[src/rtl/shift_pkg.sv]
// Shared definitions for the pipelined shift unit: operation encodings and a
// width helper used to size the shift amount / pipeline depth.
package shift_pkg;

    typedef logic [1:0] shift_mode_t;

    localparam shift_mode_t SHIFT_SLL = 2'b00;
    localparam shift_mode_t SHIFT_SRL = 2'b01;
    localparam shift_mode_t SHIFT_SRA = 2'b10;
    localparam shift_mode_t SHIFT_ROR = 2'b11;

    function automatic int clog2(input int v);
        int r;
        r = 0;
        while ((1 << r) < v) r++;
        return r;
    endfunction

endpackage

[src/rtl/shift_stage.sv]
// One pipeline stage of the shift unit: conditionally shifts/rotates by STEP,
// then registers data, mode, remaining amount and valid.
module shift_stage
    import shift_pkg::*;
#(
    parameter int WIDTH   = 12,
    parameter int SHAMT_W = 4,
    parameter int STEP    = 1
) (
    input  logic               clk,
    input  logic               rst_n,
    input  logic               i_en,
    input  logic               i_flush,
    input  logic               i_valid,
    input  logic [WIDTH-1:0]   i_data,
    input  shift_mode_t        i_mode,
    input  logic [SHAMT_W-1:0] i_amt,
    output logic               o_valid,
    output logic [WIDTH-1:0]   o_data,
    output shift_mode_t        o_mode,
    output logic [SHAMT_W-1:0] o_amt
);

    // Rotating by STEP mod WIDTH makes over-range ROR amounts compose correctly.
    localparam int ROT = STEP % WIDTH;

    logic [WIDTH-1:0]   w_rot;
    logic [WIDTH-1:0]   w_next;
    logic               r_valid;
    logic [WIDTH-1:0]   r_data;
    shift_mode_t        r_mode;
    logic [SHAMT_W-1:0] r_amt;

    assign w_rot = (i_data >> ROT) | (i_data << (WIDTH - ROT));

    always_comb begin
        w_next = i_data;
        if (i_amt[0]) begin
            case (i_mode)
                SHIFT_SLL: w_next = i_data << STEP;
                SHIFT_SRL: w_next = i_data >> STEP;
                SHIFT_SRA: w_next = $signed(i_data) >>> STEP;
                default:   w_next = w_rot;
            endcase
        end
    end

    always_ff @(posedge clk or negedge rst_n) begin
        if (!rst_n) begin
            r_valid <= 1'b0;
            r_data  <= '0;
            r_mode  <= SHIFT_SLL;
            r_amt   <= '0;
        end else begin
            if (i_flush)
                r_valid <= 1'b0;
            else if (i_en)
                r_valid <= i_valid;
            if (i_en) begin
                r_data <= w_next;
                r_mode <= i_mode;
                r_amt  <= i_amt >> 1;
            end
        end
    end

    assign o_valid = r_valid;
    assign o_data  = r_data;
    assign o_mode  = r_mode;
    assign o_amt   = r_amt;

endmodule

[src/rtl/shift_unit_pipe.sv]
// Pipelined SLL/SRL/SRA/ROR shifter, one stage per shift-amount bit, with
// valid/ready handshaking, global stall and synchronous flush.
module shift_unit_pipe
    import shift_pkg::*;
#(
    parameter  int WIDTH   = 12,
    localparam int SHAMT_W = clog2(WIDTH)
) (
    input  logic               clk,
    input  logic               rst_n,
    input  logic               flush,
    input  logic               in_valid,
    output logic               in_ready,
    input  logic [WIDTH-1:0]   op_a,
    input  logic [SHAMT_W-1:0] op_b,
    input  logic [1:0]         op_mode,
    output logic               out_valid,
    input  logic               out_ready,
    output logic [WIDTH-1:0]   op_c,
    output logic               zero_flag
);

    logic                     w_stall;
    logic [SHAMT_W:0]         w_valid;
    logic [WIDTH-1:0]         w_data [SHAMT_W+1];
    shift_mode_t              w_mode [SHAMT_W+1];
    logic [SHAMT_W-1:0]       w_amt  [SHAMT_W+1];

    // A held result freezes the whole pipe; bubbles are kept, never collapsed.
    assign w_stall  = w_valid[SHAMT_W] && !out_ready;
    assign in_ready = !w_stall && !flush;

    assign w_valid[0] = in_valid && in_ready;
    assign w_data[0]  = op_a;
    assign w_mode[0]  = op_mode;
    assign w_amt[0]   = op_b;

    for (genvar k = 0; k < SHAMT_W; k++) begin : g_stage
        shift_stage #(
            .WIDTH   (WIDTH),
            .SHAMT_W (SHAMT_W),
            .STEP    (1 << k)
        ) u_stage (
            .clk     (clk),
            .rst_n   (rst_n),
            .i_en    (!w_stall),
            .i_flush (flush),
            .i_valid (w_valid[k]),
            .i_data  (w_data[k]),
            .i_mode  (w_mode[k]),
            .i_amt   (w_amt[k]),
            .o_valid (w_valid[k+1]),
            .o_data  (w_data[k+1]),
            .o_mode  (w_mode[k+1]),
            .o_amt   (w_amt[k+1])
        );
    end

    assign out_valid = w_valid[SHAMT_W];
    assign op_c      = w_data[SHAMT_W];
    assign zero_flag = out_valid && (op_c == '0);

endmodule

[config.mk]
export PLATFORM = sky130hd
export DESIGN_NAME = shift_unit_pipe
export DESIGN_NICKNAME = d
export VERILOG_FILES = /design/src/rtl/shift_pkg.sv /design/src/rtl/shift_stage.sv /design/src/rtl/shift_unit_pipe.sv
export SDC_FILE = /design/constraint.sdc
export NUM_CORES = 1
export LEC_CHECK = 0
export BUFFER_PORTS_ARGS = -buffer_cell sky130_fd_sc_hd__buf_2
export CORE_ASPECT_RATIO = 0.75
export CORE_MARGIN = 2
export CORE_UTILIZATION = 45
export CTS_BUF_LIST = sky130_fd_sc_hd__clkbuf_16
export DETAILED_ROUTE_END_ITERATION = 12
export PLACE_DENSITY = 0.69
export SYNTH_ARGS = -nofsm -noshare
export SYNTH_HDL_FRONTEND = slang
export SYNTH_SLANG_ARGS = --single-unit
[constraint.sdc]
create_clock -name clk -period 4.1 [get_ports clk]
set_input_delay 0.41 -clock clk [delete_from_list [all_inputs] [get_ports clk]]
set_output_delay 0.41 -clock clk [all_outputs]
set_load 0.01 [all_outputs]
Yosys cells after proc, flatten, opt, wreduce, memory -nomap -nowiden

Cells that the tools add are included.

Register bits: 64
Input bits: 23
Output and inout bits: 15

Equality and inequality tests: 9
Muxes and demuxes: 16
Bitwise gates (word level): 4
Reductions and logical operators: 12

Operator list:

| kind                                          | number |
|---|---|
| case mux 12 bit (3 select lines)              | 4 |
| two-way mux 12 bit                            | 4 |
| logical NOT 12 bit                            | 1 |
| OR 10 x 12 -> 12 bit                          | 1 |
| OR 11 x 12 -> 12 bit                          | 1 |
| OR 4 x 12 -> 12 bit                           | 1 |
| OR 8 x 12 -> 12 bit                           | 1 |
| == test 2 x 1 -> 1 bit, second input constant | 4 |
| == test 2 bit, second input constant          | 4 |
| logical NOT 2 bit                             | 4 |
| two-way mux 1 bit                             | 8 |
| logical AND 1 bit                             | 4 |
| logical NOT 1 bit                             | 3 |
| inequality test 2 bit, second input constant  | 1 |

Longest topological paths before layout

Depth after elaboration: 7
Mapped depth: 6

Modules after synthesis

Synthesis repeated with hierarchy kept, for this count alone.

Cell total of the unflattened synthesis: 361
Area total of the unflattened synthesis: 3871.2 µm²

By module, submodules not included:

| module                           | times used | cells each | area an instance (µm²) | seq. area each (µm²) |
|---|---|---|---|---|
| shift_stage (g_stage[3].u_stage) | 1          | 94         | 979.7                  | 450.4 |
| shift_stage (g_stage[1].u_stage) | 1          | 85         | 948.4                  | 450.4 |
| shift_stage (g_stage[2].u_stage) | 1          | 88         | 948.4                  | 450.4 |
| shift_stage (g_stage[0].u_stage) | 1          | 85         | 940.9                  | 450.4 |
| shift_unit_pipe                  | 1          | 9          | 53.8                   | 0.0 |

Least setup slack after synthesis

OpenSTA, ideal clock, no wires.

Path kind: register to output
From: register g_stage[3].u_stage.r_data[4]
To: output port zero_flag
Data arrival time: 1309 ps
Path slack: 2381 ps
Cell stages (with the launch flop): 4
Path through: dfrtp_1 -> or4_1 -> nor4_1 -> and4b_1

Longest elaborated chain between the ends: 2

RTL lines:

| item                   | line                  | source |
|---|---|---|
| start, declared        | shift_stage.sv:30     | `logic [WIDTH-1:0] r_data;` |
| start signal, assigned | shift_stage.sv:60     | `r_data <= w_next;` |
| logical NOT 12 bit     | shift_unit_pipe.sv:61 | `assign zero_flag = out_valid && (op_c == '0);` |
| logical AND 1 bit      | shift_unit_pipe.sv:61 |  |
| end, declared          | shift_unit_pipe.sv:20 | `output logic zero_flag` |

No other way between the ends.

Worst setup path after layout

Ends and elaborated chain as after synthesis.

==> impl_results.md <==
- CP max FO: 3
- Hold Crit Class: input pin to asynchronous set/reset pin
- CTS H-Tree Depth: 3
- Crit path time final: 2.32 ns
- PostCTS Resize Cnt: 0
- Layout cells sized above 1: 17.5%
- Gate power share: 12.8%
- Total wire length: 8.02 mm
- Antenna violations before repair: 0
- CP arrival: 1.91 ns
- Fmax: 0.432 GHz
- Worst-path clk slew: 0.06 ns
- Final number of setup-violating endpoints: 0
- Synth warn: 0
- Max-cap violation count: 0
- R2R depth: 3
- Sequential share of power: 42.2%
- Initial Util: 46.2%
- Clk Latency, worst-skew pair: 0.33 ns
- Run status: completed
- Top FF cell, synth: dfrtp_1
- DIE AREA: 0.00821 sq mm
- Area delta synth->final: 15.5%
- Grt ovf: 0
- CTS Hold Bufs: 0
- # IOs: 38
- Num CTS Buffers: 9
- Cell Area, Synth: 0.00337 sq mm
- Largest net degree at the start of global routing: 52
- Placed Area: 0.00356 sq mm
- Fin Hold WS: 0.147 ns
- Clk pwr share: 45.0%
- Post-synth EDFFs: 0
- GRT Total Usage: 20.8%
- Sw Ratio: 25.8%
- Syn_nets: 400
- Vias/cell: 5.71
- CTS tree: done
- Simple-gate share of the synthesized area: 19.7%
- Cells after synthesis: 377
- Leakage: 1.65 nW
- Mapped Avg Cell Area: 8.95 sq um
- Critical path type: flip-flop to output port
- Setup WS pre-CTS: 2.11 ns
- Max VDD drop: 239 uV
- # rows: 27
- DRT Pass-1 Iters: 5
- Synth Area in Compound Gates: 20.6%
- Total power divided by cell area: 490 mW/mm^2
- Synth Register Bits: 64
- Int Pwr: 1.42 mW
- Number of global-route vias before repair: 2568
- # clock sinks: 64
- Power Total: 1.91 mW
- Clk Tree Root Cell: clkbuf_16
- RSZ-0062 raised after global routing: false
- Critical Path Sink: zero_flag
- Post-route ant nets: 0
- Post-Place Cells: 485
- Global-route wire length before repair: 13.4 mm
- Xor/xnor share of the synthesized area: 0%
- Synth unique cells: 33
- Multiplexer area fraction after synthesis: 7.23%
- Final core occ: 53.4%
- Post-synthesis adder-cell area fraction: 0%
- Final HPWL DP: 5.43 mm
- Non-Filler Instances: 501
- # DRC: 0
- Critical R2R Capture: g_stage[3].u_stage.o_data[5]$_DFFE_PN0N_
- Avg WL per Cell: 16.0 um
- Die outline width: 104 um
- CTS max path bufs: 2
- Period Utilization, post-route: 56.5%
- Initial DRC count: 215
- Slew Limit Fails: 0
- Largest family of logic cells by synthesized area: compound AO/OA/AOI/OAI gates
- CP startpoint: g_stage[3].u_stage.o_data[4]$_DFFE_PN0N_
- Slew HR: 31.3%
- Final GP Congestion: 0.833
- Required @ worst endpoint: 3.69 ns
- Core Area: 0.00730 sq mm
- Worst setup margin: 1.78 ns
- Post-CTS setup repair buffer count: 0
- Critical path launch point type: flip-flop
- Worst setup EP type: output port
- Final Hold Vio Count: 0
- Clock Skews: 0.00680 ns
- Post-route cell area: 0.00390 sq mm
- Net Sw Power: 0.493 mW
- Worst Tran Pin Value: 1.03 ns
- Die height: 79.0 um
- Seq/Total Area, Yosys: 47.5%
- Vias: 2861
- Fin Setup TNS: 0 ns
- Ant. Diodes: 0
- IO Port Bufs: 37
- Ys async rst share: 100%
- Reg-to-Reg Start: g_stage[3].u_stage.o_valid$_DFFE_PN0P_
- NumNets Final: 418
- Worst reg-to-reg setup slack: 2.17 ns
kinds of logic (layout without fill, tap and decap cells):
group           Yosys count  in the layout
simple gates            148            148
compound gates          106            106
flops                    64             64
buf+inv                  36             59
mux                      23             23
how the worst min path moves through the flow:
stage,start,endpoint
6_report,rst_n,g_stage[2].u_stage.o_data[2]$_DFFE_PN0N_
5_1_grt,rst_n,g_stage[2].u_stage.o_data[2]$_DFFE_PN0N_
4_1_cts,rst_n,g_stage[2].u_stage.o_data[2]$_DFFE_PN0N_
3_5_place_dp,g_stage[1].u_stage.o_amt[1]$_DFFE_PN0N_,g_stage[1].u_stage.o_amt[1]$_DFFE_PN0N_
3_3_place_gp,g_stage[1].u_stage.o_amt[1]$_DFFE_PN0N_,g_stage[1].u_stage.o_amt[1]$_DFFE_PN0N_
2_1_floorplan,rst_n,g_stage[0].u_stage.o_amt[0]$_DFFE_PN0N_
cell usage in the layout, fill, tap and decap left out, types with 2 or more instances in the layout:
cell type,n
nand2_1,78
dfrtp_1,64
buf_2,37
o21ai_0,36
nor2_1,21
a211oi_1,17
o211ai_1,14
nand3_1,12
nor3_1,12
mux2i_1,12
a31oi_1,11
mux2_2,11
o21a_1,9
clkbuf_16,9
nor2b_1,8
a22oi_1,8
nand3b_1,5
a311oi_1,4
inv_1,4
a221oi_1,3
a21oi_1,3
bufinv_16,3
buf_4,3
nor4_1,2
and2_1,2
or2_2,2
state kept, by name, summed over array words and instances, names as in the netlist:
register                 flops
g_stage.u_stage.o_data      48
g_stage.u_stage.o_amt        6
g_stage.u_stage.o_mode       6
g_stage.u_stage.o_valid      4
power groups by stage:
stage | logic, mW | clock network [mW] | registers [mW]
2_1_floorplan | 0.174 | 0 | 0.783
3_3_place_gp | 0.239 | 0 | 0.811
3_5_place_dp | 0.243 | 0 | 0.815
4_1_cts | 0.246 | 0.869 | 0.804
5_1_grt | 0.273 | 0.898 | 0.818
6_report | 0.244 | 0.860 | 0.805
synthesized netlist by cell type (5+ instances only):
cell | instances | area [sq um]
nor3_1 | 12 | 60.1
nand3b_1 | 5 | 37.5
o211ai_1 | 14 | 105
dfrtp_1 | 64 | 1600
nor2_1 | 21 | 78.8
o21a_1 | 9 | 67.6
o21ai_0 | 36 | 180
mux2_2 | 11 | 124
a22oi_1 | 8 | 60.1
a31oi_1 | 11 | 68.8
nand2_1 | 78 | 293
mux2i_1 | 12 | 120
buf_2 | 16 | 80.1
nand3_1 | 12 | 60.1
nor2b_1 | 9 | 56.3
a211oi_1 | 17 | 128
clkbuf_1 | 13 | 48.8
routing by layer:
metal	GRT usage, %	wire length (um)	vias to the layer above
li1	-	-	1389
met1	31.1	3920	1370
met2	29.4	3480	97
met3	5.67	563	5
met4	6.35	60	0
met5	0	0	-
critical path, stage by stage (launching register included):
cell and delay, ns:
dfrtp_1 0.39, or4_1 0.55, nor4_1 0.28, and4b_1 0.23, buf_2 0.12
final cells by class:
class | instances | area (sq um)
clock inverters | 7 | 111
multi-input cells | 277 | 1610
inverters | 3 | 11.3
well taps | 101 | 126
fillers | 687 | 3400
flip-flops and latches | 64 | 1600
clock buffers | 9 | 225
repair buffers | 40 | 208
No activity file was read; power rests on OpenSTA's default activity.
